--- config.mk ---
export PLATFORM = sky130hd
export DESIGN_NAME = fp_sum_sequencer_flat
export DESIGN_NICKNAME = d
export VERILOG_FILES = /design/src/rtl/fp_sum_sequencer_pkg.sv /design/src/rtl/fp_sum_sequencer_if.sv /design/src/rtl/fp_sum_sequencer_watchdog.sv /design/src/rtl/fp_sum_sequencer.sv /design/src/flat_wrapper.sv
export SDC_FILE = /design/constraint.sdc
export NUM_CORES = 1
export LEC_CHECK = 0
export BUFFER_PORTS_ARGS = -buffer_cell sky130_fd_sc_hd__buf_2
export CAP_MARGIN = 20
export CORE_MARGIN = 2
export CORE_UTILIZATION = 37
export DETAILED_ROUTE_END_ITERATION = 12
export GPL_TIMING_DRIVEN = 0
export PLACE_DENSITY = 0.67
export RECOVER_POWER = 50
export SYNTH_ARGS = -nofsm -noshare
export SYNTH_HDL_FRONTEND = slang
export SYNTH_HIERARCHICAL = 1
export SYNTH_SLANG_ARGS = --single-unit
--- constraint.sdc ---
create_clock -name clk -period 4.14 [get_ports clk]
set_input_delay 0.828 -clock clk [delete_from_list [all_inputs] [get_ports clk]]
set_output_delay 0.828 -clock clk [all_outputs]
set_load 0.01 [all_outputs]
--- src/rtl/fp_sum_sequencer_pkg.sv ---
// Shared types and constants for the floating-point sum sequencer and its adder interface.
// State encoding, IEEE-754 single-precision field widths and adder opcodes.
package fp_pkg;

  typedef enum logic [1:0] {
    IDLE  = 2'd0,
    ISSUE = 2'd1,
    WAIT  = 2'd2,
    EMIT  = 2'd3
  } seq_state_e;

  localparam logic [31:0] FP_POS_ZERO = 32'h0000_0000;

  localparam int FP_SIGN_W = 1;
  localparam int FP_EXP_W  = 8;
  localparam int FP_MAN_W  = 23;

  localparam logic FP_OP_ADD = 1'b0;
  localparam logic FP_OP_SUB = 1'b1;

endpackage

--- src/rtl/fp_sum_sequencer_if.sv ---
// Bundle of the operand stream, adder control and sum output channels of the sequencer.
// The master modport is the sequencer side; the slave modport is the surrounding environment.
interface fp_sum_sequencer_if #(
  parameter int unsigned CNT_W = 16
);

  logic             in_valid;
  logic             in_ready;
  logic [31:0]      in_data;
  logic             in_sub;
  logic             in_last;

  logic             fpu_start;
  logic             fpu_op;
  logic [31:0]      fpu_a;
  logic [31:0]      fpu_b;
  logic             fpu_ready;
  logic             fpu_busy;
  logic [31:0]      fpu_y;

  logic             sum_valid;
  logic             sum_ready;
  logic [31:0]      sum_data;
  logic [CNT_W-1:0] sum_count;

  modport master (
    input  in_valid, in_data, in_sub, in_last,
    input  fpu_ready, fpu_busy, fpu_y,
    input  sum_ready,
    output in_ready,
    output fpu_start, fpu_op, fpu_a, fpu_b,
    output sum_valid, sum_data, sum_count
  );

  modport slave (
    output in_valid, in_data, in_sub, in_last,
    output fpu_ready, fpu_busy, fpu_y,
    output sum_ready,
    input  in_ready,
    input  fpu_start, fpu_op, fpu_a, fpu_b,
    input  sum_valid, sum_data, sum_count
  );

endinterface

--- src/rtl/fp_sum_sequencer_watchdog.sv ---
// Cycle counter that flags an adder operation that has been outstanding for TIMEOUT_CYCLES.
// Only instantiated by fp_sum_sequencer when FP_SEQ_TIMEOUT_EN is defined.
module fp_seq_watchdog #(
  parameter int unsigned TIMEOUT_CYCLES = 64
) (
  input  logic clk,
  input  logic rst_n,
  input  logic en_i,
  input  logic clr_i,
  output logic expired_o
);

  localparam int unsigned CNT_W = (TIMEOUT_CYCLES > 1) ? $clog2(TIMEOUT_CYCLES) : 1;
  localparam logic [CNT_W-1:0] LAST_CNT = CNT_W'(TIMEOUT_CYCLES - 1);

  logic [CNT_W-1:0] cnt_q;
  logic [CNT_W-1:0] cnt_d;

  // Counts cycles spent enabled; expiry is reported on the final cycle so the
  // owner acts on the edge that completes TIMEOUT_CYCLES cycles.
  always_comb begin
    cnt_d = cnt_q;
    if (clr_i) begin
      cnt_d = '0;
    end else if (en_i && (cnt_q != LAST_CNT)) begin
      cnt_d = cnt_q + CNT_W'(1);
    end
  end

  always_ff @(posedge clk or negedge rst_n) begin
    if (!rst_n) begin
      cnt_q <= '0;
    end else begin
      cnt_q <= cnt_d;
    end
  end

  assign expired_o = en_i && (cnt_q == LAST_CNT);

endmodule

--- src/rtl/fp_sum_sequencer.sv ---
// Streams operands through the multi-cycle adder_fp and presents the running sum on the last element.
// Optional adder timeout with sticky err flag is enabled by defining FP_SEQ_TIMEOUT_EN.
module fp_sum_sequencer
  import fp_pkg::*;
#(
  parameter int unsigned TIMEOUT_CYCLES = 64,
  parameter int unsigned CNT_W          = 16
) (
  input  logic                clk,
  input  logic                rst_n,
  fp_sum_sequencer_if.master  bus,
  output logic                err
);

  seq_state_e       state_q, state_d;
  logic [31:0]      acc_q, acc_d;
  logic [31:0]      b_q, b_d;
  logic             sub_q, sub_d;
  logic             last_q, last_d;
  logic [CNT_W-1:0] cnt_q, cnt_d;
  logic             accept;
  logic             wd_expired;

`ifdef FP_SEQ_TIMEOUT_EN
  logic err_q, err_d;

  fp_seq_watchdog #(
    .TIMEOUT_CYCLES (TIMEOUT_CYCLES)
  ) u_watchdog (
    .clk       (clk),
    .rst_n     (rst_n),
    .en_i      (state_q == WAIT),
    .clr_i     (state_q != WAIT),
    .expired_o (wd_expired)
  );

  // A ready arriving on the expiry cycle wins; only a genuine timeout sets the flag.
  always_comb begin
    err_d = err_q;
    if ((state_q == WAIT) && !bus.fpu_ready && wd_expired) begin
      err_d = 1'b1;
    end
  end

  always_ff @(posedge clk or negedge rst_n) begin
    if (!rst_n) begin
      err_q <= 1'b0;
    end else begin
      err_q <= err_d;
    end
  end

  assign err = err_q;
`else
  assign wd_expired = 1'b0;
  assign err        = 1'b0;
`endif

  assign accept = (state_q == IDLE) && bus.in_valid && bus.in_ready;

  always_comb begin
    state_d = state_q;
    acc_d   = acc_q;
    b_d     = b_q;
    sub_d   = sub_q;
    last_d  = last_q;
    cnt_d   = cnt_q;
    unique case (state_q)
      IDLE: begin
        if (accept) begin
          b_d     = bus.in_data;
          sub_d   = bus.in_sub;
          last_d  = bus.in_last;
          state_d = ISSUE;
        end
      end
      ISSUE: begin
        state_d = WAIT;
      end
      WAIT: begin
        if (bus.fpu_ready) begin
          acc_d = bus.fpu_y;
          if (cnt_q != '1) begin
            cnt_d = cnt_q + CNT_W'(1);
          end
          state_d = last_q ? EMIT : IDLE;
        end else if (wd_expired) begin
          state_d = last_q ? EMIT : IDLE;
        end
      end
      EMIT: begin
        if (bus.sum_ready) begin
          acc_d   = FP_POS_ZERO;
          cnt_d   = '0;
          state_d = IDLE;
        end
      end
      default: begin
        state_d = IDLE;
      end
    endcase
  end

  always_ff @(posedge clk or negedge rst_n) begin
    if (!rst_n) begin
      state_q <= IDLE;
      acc_q   <= FP_POS_ZERO;
      b_q     <= '0;
      sub_q   <= 1'b0;
      last_q  <= 1'b0;
      cnt_q   <= '0;
    end else begin
      state_q <= state_d;
      acc_q   <= acc_d;
      b_q     <= b_d;
      sub_q   <= sub_d;
      last_q  <= last_d;
      cnt_q   <= cnt_d;
    end
  end

  // in_ready also watches fpu_busy because the adder is not reset with us.
  assign bus.in_ready  = (state_q == IDLE) && !bus.fpu_busy;
  assign bus.fpu_start = (state_q == ISSUE);
  assign bus.fpu_op    = sub_q ? FP_OP_SUB : FP_OP_ADD;
  assign bus.fpu_a     = acc_q;
  assign bus.fpu_b     = b_q;
  assign bus.sum_valid = (state_q == EMIT);
  assign bus.sum_data  = acc_q;
  assign bus.sum_count = cnt_q;

endmodule

--- src/flat_wrapper.sv ---
// flat-port wrapper written by rule: the top's interface ports become plain ports
module fp_sum_sequencer_flat import fp_pkg::*;
#(
  parameter int unsigned TIMEOUT_CYCLES = 64,
  parameter int unsigned CNT_W          = 16
)
  (clk, rst_n, err, bus_in_valid, bus_in_data, bus_in_sub, bus_in_last, bus_fpu_ready, bus_fpu_busy, bus_fpu_y, bus_sum_ready, bus_in_ready, bus_fpu_start, bus_fpu_op, bus_fpu_a, bus_fpu_b, bus_sum_valid, bus_sum_data, bus_sum_count);
  fp_sum_sequencer_if #(.CNT_W(CNT_W)) bus_i ();
  input  logic clk;
  input  logic rst_n;
  output logic err;
  input wire logic [$bits(bus_i.in_valid)-1:0] bus_in_valid;
  input wire logic [$bits(bus_i.in_data)-1:0] bus_in_data;
  input wire logic [$bits(bus_i.in_sub)-1:0] bus_in_sub;
  input wire logic [$bits(bus_i.in_last)-1:0] bus_in_last;
  input wire logic [$bits(bus_i.fpu_ready)-1:0] bus_fpu_ready;
  input wire logic [$bits(bus_i.fpu_busy)-1:0] bus_fpu_busy;
  input wire logic [$bits(bus_i.fpu_y)-1:0] bus_fpu_y;
  input wire logic [$bits(bus_i.sum_ready)-1:0] bus_sum_ready;
  output wire logic [$bits(bus_i.in_ready)-1:0] bus_in_ready;
  output wire logic [$bits(bus_i.fpu_start)-1:0] bus_fpu_start;
  output wire logic [$bits(bus_i.fpu_op)-1:0] bus_fpu_op;
  output wire logic [$bits(bus_i.fpu_a)-1:0] bus_fpu_a;
  output wire logic [$bits(bus_i.fpu_b)-1:0] bus_fpu_b;
  output wire logic [$bits(bus_i.sum_valid)-1:0] bus_sum_valid;
  output wire logic [$bits(bus_i.sum_data)-1:0] bus_sum_data;
  output wire logic [$bits(bus_i.sum_count)-1:0] bus_sum_count;
  assign bus_i.in_valid = bus_in_valid;
  assign bus_i.in_data = bus_in_data;
  assign bus_i.in_sub = bus_in_sub;
  assign bus_i.in_last = bus_in_last;
  assign bus_i.fpu_ready = bus_fpu_ready;
  assign bus_i.fpu_busy = bus_fpu_busy;
  assign bus_i.fpu_y = bus_fpu_y;
  assign bus_i.sum_ready = bus_sum_ready;
  assign bus_in_ready = bus_i.in_ready;
  assign bus_fpu_start = bus_i.fpu_start;
  assign bus_fpu_op = bus_i.fpu_op;
  assign bus_fpu_a = bus_i.fpu_a;
  assign bus_fpu_b = bus_i.fpu_b;
  assign bus_sum_valid = bus_i.sum_valid;
  assign bus_sum_data = bus_i.sum_data;
  assign bus_sum_count = bus_i.sum_count;
  fp_sum_sequencer #(.TIMEOUT_CYCLES(TIMEOUT_CYCLES), .CNT_W(CNT_W)) u_core (.clk(clk), .rst_n(rst_n), .bus(bus_i), .err(err));
endmodule
==> results.sh, run 1 <==
export IMPL_cp_end_kind="output pin"
export IMPL_initial_core_util_pct=38.42
export IMPL_final_core_util_pct=51.24
export IMPL_portBuffers=187
export IMPL_synth_compound_area_share_pct=14.79
export IMPL_fin_nets=572
export IMPL_maxCapViolations=0
export IMPL_finalClockSkew_ns=0.006231
export IMPL_grt_max_degree=66
export IMPL_arrival_ns=1.49
export IMPL_finalHoldViolations=0
export IMPL_clk_pin_slew_ns=0.08
export IMPL_synth_top_flop_cell="dfrtp_1"
export IMPL_drt_vias_per_instance=4.904
export IMPL_min_period_over_period_pct=55.98
export IMPL_yosys_area_share_simple_pct=7.461
export IMPL_worstPathRequired_ns=3.31
export IMPL_ys_ff_latch=84
export IMPL_period_needed_ns=2.317
export IMPL_syn_num_nets=373
export IMPL_slowest_delay_ns=0.33
export IMPL_synth_common_cells="84 x dfrtp_1, 36 x buf_4, 35 x mux2_2, 32 x a22o_1, 10 x nand2_1"
export IMPL_vdd_drop_max_mv=0.3186
export IMPL_synth_mux_area_share_pct=11.46
export IMPL_synthArstFlopShare_pct=100.0
export IMPL_die_area_mm2=0.01107
export IMPL_synth_top_area_share_pct=55.46
export IMPL_synthAdderAreaFrac_pct=0.3301
export IMPL_syn_avg_cell_area_um2=12.63
export IMPL_clockPowerShare_pct=17.3
export IMPL_status="complete, no violations"
export IMPL_track_usage_pct=17.38
export IMPL_grt_pass1_wl_um=15440
export IMPL_via_count=3124
export IMPL_p_int_mw=2.352
export IMPL_firstDrtPassIters=4
export IMPL_path_max_fanout=8
export IMPL_wirelength_um=9464
export IMPL_insertion_delay_ns=0.35
export IMPL_rsz0062_at_grt="false"
export IMPL_hold_buffers=0
export IMPL_netlist_instances=300
export IMPL_start_kind="flip-flop"
export IMPL_post_cts_buffers=0
export IMPL_chipHeight_um=105.2
export IMPL_fin_tns_setup_ns=0
export IMPL_synth_top_family_by_area="compound AO/OA/AOI/OAI gates"
export IMPL_fmax_mhz=431.5
export IMPL_postRouteAntennaNets=0
export IMPL_hp_class="flip-flop to flip-flop"
export IMPL_r2r_cells=6
export IMPL_yosysSeqAreaShare_pct=55.46
export IMPL_seq_power_share_pct=38.8
export IMPL_p_sw_mw=1.357
export IMPL_synth_edf_count=0
export IMPL_yosys_warnings=6
export IMPL_cts_resized=0
export IMPL_pwr_share_comb_pct=43.9
export IMPL_cts_root_buf="clkbuf_8"
export IMPL_drcViolationCount=0
export IMPL_antenna_found_initial=0
export IMPL_avgRoutedWirePerCell_um=14.86
export IMPL_tritoncts="built"
export IMPL_setup_slack_ns=1.823
export IMPL_cts_sinks=84
export IMPL_dp_hpwl_um=7040
export IMPL_hold_depth=1
export IMPL_synth_top_area_cell="dfrtp_1"
export IMPL_worstMarginPinSlew_ns=1.241
export IMPL_drive_gt1_share_pct=46.23
export IMPL_synthTopCellsByArea="dfrtp_1 55%, mux2_2 10%, a22o_1 7.4%"
export IMPL_fp_dieW_um=105.2
export IMPL_ios=189
export IMPL_drtIter0Drc=120
export IMPL_n_antenna_cell=0
export IMPL_grt_pass1_vias=3146
export IMPL_setup_violations=0
export IMPL_worstSetupPathType="flip-flop to output pin"
export IMPL_final_max_slew_violation_count=0
export IMPL_power_density_mw_per_mm2=733.8
export IMPL_numCtsBuffers=9
export IMPL_syn2layout_area_growth_pct=33.38
export IMPL_htreeDepth=3
export IMPL_swShare_pct=36.58
export IMPL_syn_area_mm2=0.003790
export IMPL_post_place_ws_ns=1.897
export IMPL_synth_xor_area_share_pct=0
export IMPL_synth_distinct_cells=48
export IMPL_overflow=0
export IMPL_power_leakage_nw=2.494
export IMPL_yosysMostFrequentCell="dfrtp_1"
export IMPL_cp_slowest_cell="dfrtp_1"
export IMPL_clockBufferDepth=2
export IMPL_slew_headroom_pct=17.26
export IMPL_path_cells="clkbuf_1 -> nand2_1 -> inv_1 -> buf_2"
export IMPL_gp_congestion=0.7851
export IMPL_rows=36
export IMPL_core_area_mm2=0.009864
==> cells by family (layout without fill, tap and decap cells) <==
family / count (synthesis) / after routing
simple gates: 44 / 44
compound gates: 72 / 72
mux: 39 / 39
buf+inv: 59 / 263
other cells: 1 / 1
flops: 84 / 84
fa+ha+maj: 1 / 1
==> final timing paths <==
kind                                       from                       to  slack (ns)
min reg2reg                u_core/bus.fpu_b[22]     u_core/bus.fpu_b[22]        0.51
min in group asynchronous                 rst_n     u_core/bus.fpu_b[13]        0.72
min                        u_core/bus.fpu_b[22]     u_core/bus.fpu_b[22]        0.51
max in group asynchronous                 rst_n  u_core/bus.sum_count[8]        2.51
max                           u_core/state_q[1]            bus_sum_valid        1.82
max reg2reg                   u_core/state_q[1]     u_core/bus.fpu_b[24]        1.84
==> through the flow <==
| stage | hold WS (ns) | std cells | area [µm²] | total power, mW |
|---|---|---|---|---|
| detailed placement | 0.4892 | 621 | 4922 | 3.172 |
| global route | 0.5227 | 637 | 5055 | 3.969 |
| global placement | 0.4866 | 620 | 4892 | 3.128 |
| finish | 0.5091 | 637 | 5055 | 3.709 |
| floorplan | 0.4941 | 300 | 3790 | 2.469 |
| CTS | 0.3437 | 637 | 5140 | 3.832 |
==> critical path, delay by kind of cell (launching register included) <==
kind	cells	cell delay [ns]
buffers and inverters	3	0.62
flip-flops	1	0.33
AND/OR/NAND/NOR	1	0.19
==> placed cells by master (no fill, tap or decap), drive strengths merged, types with 3 or more instances in the layout <==
cell type | synthesis | routed
inv | 9 | 9
nand4 | 4 | 4
nand3 | 9 | 9
nor3 | 3 | 3
o22ai | 4 | 4
nand2 | 10 | 10
dfrtp | 84 | 84
buf | 40 | 175
a211oi | 3 | 3
mux2 | 35 | 35
nor2 | 3 | 3
and4 | 3 | 3
clkbuf | 10 | 75
o21ai | 4 | 4
a22o | 32 | 32
mux2i | 4 | 4
o311ai | 4 | 4
a21oi | 9 | 9
==> per-layer routing <==
metal	routed length, µm	global-route usage, %	share of wire [%]
met2	4474	27.42	47
met4	63	5.905	0.67
met3	898	6.675	9.5
met1	4027	21.81	43
met5	0	0	0
==> registers in the layout (all words and copies together), names as in the netlist <==
name                  cells
u_core/last_q             1
u_core/bus.fpu_b         32
u_core/sub_q              1
u_core/bus.fpu_a         32
u_core/bus.sum_count     16
u_core/state_q            2
==> final cells by class <==
type / count / area, µm²
plain buffers: 50 / 340.3
clock buffers: 12 / 145.1
clock inverters: 4 / 72.57
fillers: 908 / 4810
inverters: 9 / 33.78
multi-input cells: 157 / 1294
flip-flops and latches: 84 / 2102
well taps: 133 / 166.4
repair buffers: 188 / 900.9
==> power by group through the flow <==
stage / clock network, mW / logic, mW / registers, mW
after floorplan: 0 / 0.892 / 1.58
after global placement: 0 / 1.70 / 1.43
after detailed placement: 0 / 1.73 / 1.44
after CTS: 0.665 / 1.73 / 1.44
after global routing: 0.705 / 1.77 / 1.49
final: 0.642 / 1.63 / 1.44
(Power assumes the default switching activity.)
==> run 2, diff against run 1 <==
clock period = 2.19 ns   (was 4.14 ns; I/O delays follow)
==> results.sh, run 2 (synthesized netlist as in run 1, its figures left out) <==
export IMPL_drcViolationCount=0
export IMPL_reg2reg_to="u_core/bus.sum_count[14]"
export IMPL_setup_slack_ns=0.2146
export IMPL_drtIter0Drc=106
export IMPL_r2r_setup_slack_ns=0.21
export IMPL_final_core_util_pct=51.62
export IMPL_met1_usage_pct=21.85
export IMPL_numCtsBuffers=9
export IMPL_rsz0062_at_grt="false"
export IMPL_cts_root_buf="clkbuf_8"
export IMPL_final_max_slew_violation_count=0
export IMPL_power_leakage_nw=2.499
export IMPL_antenna_found_initial=0
export IMPL_min_to="u_core/state_q[1]"
export IMPL_final_cell_mix="131 x buf_2, 84 x dfrtp_1, 69 x clkbuf_1"
export IMPL_final_common_cell="buf_2"
export IMPL_r2r_cells=5
export IMPL_crit_start="u_core/bus.sum_count[0]"
export IMPL_final_area_mm2=0.005092
export IMPL_hold_depth=2
export IMPL_via_count=3138
export IMPL_portBuffers=187
export IMPL_holdWs_ns=0.2834
export IMPL_clk_pin_slew_ns=0.08
export IMPL_min_period_over_period_pct=90.20
export IMPL_postRouteAntennaNets=0
export IMPL_fmax_mhz=506.2
export IMPL_dp_cells=621
export IMPL_r2r_start="u_core/bus.sum_count[0]"
export IMPL_initial_core_util_pct=38.42
export IMPL_tritoncts="built"
export IMPL_place_area_mm2=0.004922
export IMPL_chipHeight_um=105.2
export IMPL_power_density_mw_per_mm2=1379
export IMPL_vdd_drop_max_mv=0.6029
export IMPL_worstSetupPathType="flip-flop to flip-flop"
export IMPL_grt_max_degree=66
export IMPL_path_max_fanout=6
export IMPL_syn2layout_area_growth_pct=34.37
export IMPL_ios=189
export IMPL_instances_no_fill=641
export IMPL_gp_congestion=0.7851
export IMPL_top_usage_layer="met2"
export IMPL_arrival_ns=2.21
export IMPL_maxCapViolations=0
export IMPL_dp_hpwl_um=7040
export IMPL_avgRoutedWirePerCell_um=14.83
export IMPL_rows=36
export IMPL_start_kind="flip-flop"
export IMPL_fp_dieW_um=105.2
export IMPL_wirelength_um=9505
export IMPL_totalPowerFinal_mw=7.022
export IMPL_post_place_ws_ns=0.09913
export IMPL_grt_pass1_wl_um=15450
export IMPL_fin_nets=576
export IMPL_worstMarginPinSlew_ns=1.231
export IMPL_hp_class="input pin to flip-flop"
export IMPL_worstHoldStart="bus_sum_ready"
export IMPL_setup_violations=0
export IMPL_grt_pass1_vias=3147
export IMPL_n_antenna_cell=0
export IMPL_insertion_delay_ns=0.35
export IMPL_cts_sinks=84
export IMPL_finalClockSkew_ns=0.006264
export IMPL_drt_vias_per_instance=4.895
export IMPL_drive_gt1_share_pct=45.67
export IMPL_worstPathRequired_ns=2.42
export IMPL_clockBufferDepth=2
export IMPL_firstDrtPassIters=4
export IMPL_met3_usage_pct=6.675
export IMPL_htreeDepth=3
export IMPL_overflow=0
export IMPL_fin_tns_setup_ns=0
export IMPL_die_area_mm2=0.01107
export IMPL_finalHoldViolations=0
export IMPL_core_area_mm2=0.009864
export IMPL_cp_end_kind="flip-flop"
export IMPL_track_usage_pct=17.39
export IMPL_status="complete, no violations"
export IMPL_period_needed_ns=1.975
export IMPL_slew_headroom_pct=17.93
export IMPL_grt_util_met2_pct=27.42
## run 2: cell count changes in the layout (fill, tap and decap cells not counted)
cell	delta
nand3_1	-1
clkbuf_1	+5
and2_1	+1
buf_4	+3
and2_0	-1
buf_2	-6
nand3_2	+1
buf_6	+1
dlygate4sd3_1	+1
## run 2: metal layers
metal | vias up | part of all wire, %
met3 | 6 | 9.7
met4 | 0 | 0.84
met5 | - | 0
li1 | 1483 | -
met2 | 157 | 47
met1 | 1492 | 42
## run 2: cell type report
cell class              count  area, µm²
repair buffers            192      923.4
flip-flops and latches     84       2102
inverters                   9      33.78
clock inverters             4      72.57
multi-input cells         157       1299
clock buffers              12      145.1
well taps                 133      166.4
fillers                   902       4772
plain buffers              50      350.3
## run 2: what timing repair did
action                     in CTS  in global routing
buffers inserted                0                  3
setup endpoints to repair       0                 15
hold endpoints to repair       19                  0
hold buffers                    1                  0
resized for setup               0                  1
## run 2: worst max path at each step
stage / end / slack (ns)
final: u_core/bus.sum_count[14] / 0.21
after global placement: u_core/bus.fpu_a[30] / -0.02
after CTS: u_core/bus.sum_count[8] / 0.08
after global routing: u_core/bus.sum_count[14] / 0.07
after detailed placement: u_core/bus.sum_count[8] / 0.1
after floorplan: u_core/bus.sum_count[14] / 0.26
## run 2: critical path, stage by stage (launching register included)
cell and delay (ns):
dfrtp_1 0.45, ha_1 0.26, nand3_2 0.18, or4_2 0.72
a21oi_1 0.16, o22ai_1 0.09
## run 2: power by group
| part | internal [mW] | total (mW) | leakage, nW | switching, mW |
|---|---|---|---|---|
| Combinational | 1.55 | 3.08 | 1.34 | 1.53 |
| Clock | 0.673 | 1.21 | 0.107 | 0.540 |
| Sequential | 2.22 | 2.72 | 1.05 | 0.505 |
==> run 3, diff against run 2 <==
RECOVER_POWER = 25   (was 50)
clock period = 2.1 ns   (was 2.19 ns; I/O delays follow)
==> results.sh, run 3 (synthesized netlist as in run 1, its figures left out) <==
export IMPL_status="complete, no violations"
export IMPL_worstSetupPathType="flip-flop to flip-flop"
export IMPL_firstDrtPassIters=4
export IMPL_dp_cells=621
export IMPL_final_cell_mix="188 x buf_2, 84 x dfrtp_1, 36 x buf_4"
export IMPL_power_leakage_nw=2.666
export IMPL_pwr_share_comb_pct=45.2
export IMPL_finalHoldViolations=0
export IMPL_period_needed_ns=1.961
export IMPL_drt_vias_per_instance=4.892
export IMPL_p_int_mw=4.796
export IMPL_antenna_found_initial=0
export IMPL_track_usage_pct=17.41
export IMPL_maxCapViolations=0
export IMPL_worstPathRequired_ns=2.33
export IMPL_r2r_start="u_core/bus.sum_count[0]"
export IMPL_numCtsBuffers=9
export IMPL_grt_pass1_wl_um=15450
export IMPL_slowest_delay_ns=0.72
export IMPL_min_to="u_core/state_q[1]"
export IMPL_cp_slowest_cell="or4_2"
export IMPL_instances_no_fill=638
export IMPL_htreeDepth=3
export IMPL_r2r_cells=5
export IMPL_p_sw_mw=2.669
export IMPL_drive_gt1_share_pct=57.03
export IMPL_post_cts_buffers=0
export IMPL_path_max_fanout=6
export IMPL_hp_class="input pin to flip-flop"
export IMPL_overflow=0
export IMPL_ios=189
export IMPL_die_area_mm2=0.01107
export IMPL_hold_depth=2
export IMPL_fp_dieW_um=105.2
export IMPL_tritoncts="built"
export IMPL_r2r_setup_slack_ns=0.14
export IMPL_arrival_ns=2.19
export IMPL_initial_core_util_pct=38.42
export IMPL_final_area_mm2=0.005154
export IMPL_clockPowerShare_pct=16.9
export IMPL_setup_violations=0
export IMPL_fmax_mhz=509.9
export IMPL_insertion_delay_ns=0.35
export IMPL_cts_root_buf="clkbuf_8"
export IMPL_gp_congestion=0.7851
export IMPL_clockBufferDepth=2
export IMPL_postRouteAntennaNets=0
export IMPL_syn2layout_area_growth_pct=35.99
export IMPL_path_cells="ha_2 -> nand3_2 -> or4_2 -> a21oi_1 -> o22ai_1"
export IMPL_dp_hpwl_um=7040
export IMPL_core_area_mm2=0.009864
export IMPL_n_antenna_cell=0
export IMPL_portBuffers=187
export IMPL_avgRoutedWirePerCell_um=14.83
export IMPL_via_count=3121
export IMPL_start_kind="flip-flop"
export IMPL_clk_pin_slew_ns=0.08
export IMPL_drtIter0Drc=99
export IMPL_cts_sinks=84
export IMPL_vdd_drop_max_mv=0.6480
export IMPL_chipHeight_um=105.2
export IMPL_cp_end_kind="flip-flop"
export IMPL_holdWs_ns=0.2683
export IMPL_swShare_pct=35.75
export IMPL_power_density_mw_per_mm2=1448
export IMPL_worstMarginPinSlew_ns=1.231
export IMPL_min_period_over_period_pct=93.40
export IMPL_fin_tns_setup_ns=0
export IMPL_final_common_cell="buf_2"
export IMPL_place_area_mm2=0.004922
export IMPL_grt_max_degree=66
export IMPL_reg2reg_to="u_core/bus.sum_count[14]"
export IMPL_slew_headroom_pct=17.95
export IMPL_rows=36
export IMPL_drcViolationCount=0
export IMPL_ff_latch_area_mm2=0.002102
export IMPL_fill_cells=865
export IMPL_multi_input_area_mm2=0.001301
export IMPL_final_max_slew_violation_count=0
export IMPL_fin_nets=573
export IMPL_wirelength_um=9461
export IMPL_seq_power_share_pct=37.9
export IMPL_worstHoldStart="bus_sum_ready"
export IMPL_grt_pass1_vias=3149
export IMPL_rsz0062_at_grt="false"
export IMPL_finalClockSkew_ns=0.006187
run 3: changes by cell type in the layout (fill, tap and decap cells not counted), sizes merged:
cell,change
clkbuf,-57
buf,+54
run 3: final cells by class:
type / instances / share of cell area (%)
Timing Repair Buffer: 189 / 18.86
Clock buffer: 12 / 2.816
Tap cell: 133 / 3.229
Inverter: 9 / 0.6555
Buffer: 50 / 6.992
Clock inverter: 4 / 1.408
Multi-Input combinational cell: 157 / 25.25
Sequential cell: 84 / 40.79
run 3: repair_timing:
action / CTS / global route
hold endpoints to repair: 19 / 0
hold buffers: 1 / 0
pin swaps: 1 / 0
endpoints found under the setup margin: 1 / 12
resized for setup: 0 / 2
run 3: per-stage QoR:
stage | total power [mW] | util [%] | setup WS, ns
finish | 7.465 | 52.25 | 0.1387
global route | 7.975 | 52.25 | 0.01126
CTS | 7.556 | 52.21 | 0.04481
detailed placement | 6.253 | 49.90 | 0.009126
global placement | 6.167 | 49.59 | -0.09105
floorplan | 4.868 | - | 0.1717
run 3: power groups by stage:
stage / clock (mW) / sequential (mW) / combinational, mW
global placement: 0 / 2.82 / 3.34
global route: 1.39 / 2.94 / 3.65
floorplan: 0 / 3.11 / 1.76
CTS: 1.31 / 2.83 / 3.41
finish: 1.26 / 2.83 / 3.37
detailed placement: 0 / 2.85 / 3.40
run 3: worst max-delay path: cells and delay by family, from the launching register on:
| family | cells | cell delay (ns) |
|---|---|---|
| fa+ha+maj | 1 | 0.25 |
| compound gates | 2 | 0.25 |
| simple gates | 2 | 0.89 |
| flops | 1 | 0.45 |
run 3: worst max path at each step:
stage | start | to | slack [ns] | cells after the start
after global routing | u_core/bus.sum_count[0] | u_core/bus.sum_count[14] | 0.01 | 5
after floorplan | u_core/bus.sum_count[0] | u_core/bus.sum_count[14] | 0.17 | 5
after global placement | rst_n | u_core/bus.fpu_a[30] | -0.09 | 1
after CTS | u_core/bus.sum_count[0] | u_core/bus.sum_count[14] | 0.04 | 5
final | u_core/bus.sum_count[0] | u_core/bus.sum_count[14] | 0.14 | 5
after detailed placement | u_core/bus.sum_count[0] | u_core/bus.sum_count[8] | 0.009 | 5
run 3: layer usage:
| metal | GRT usage [%] | vias up | wire length, µm |
|---|---|---|---|
| li1 | - | 1476 | - |
| met1 | 21.85 | 1481 | 3977 |
| met2 | 27.47 | 158 | 4478 |
| met3 | 6.675 | 6 | 924 |
| met4 | 5.905 | 0 | 81 |
| met5 | 0 | - | 0 |
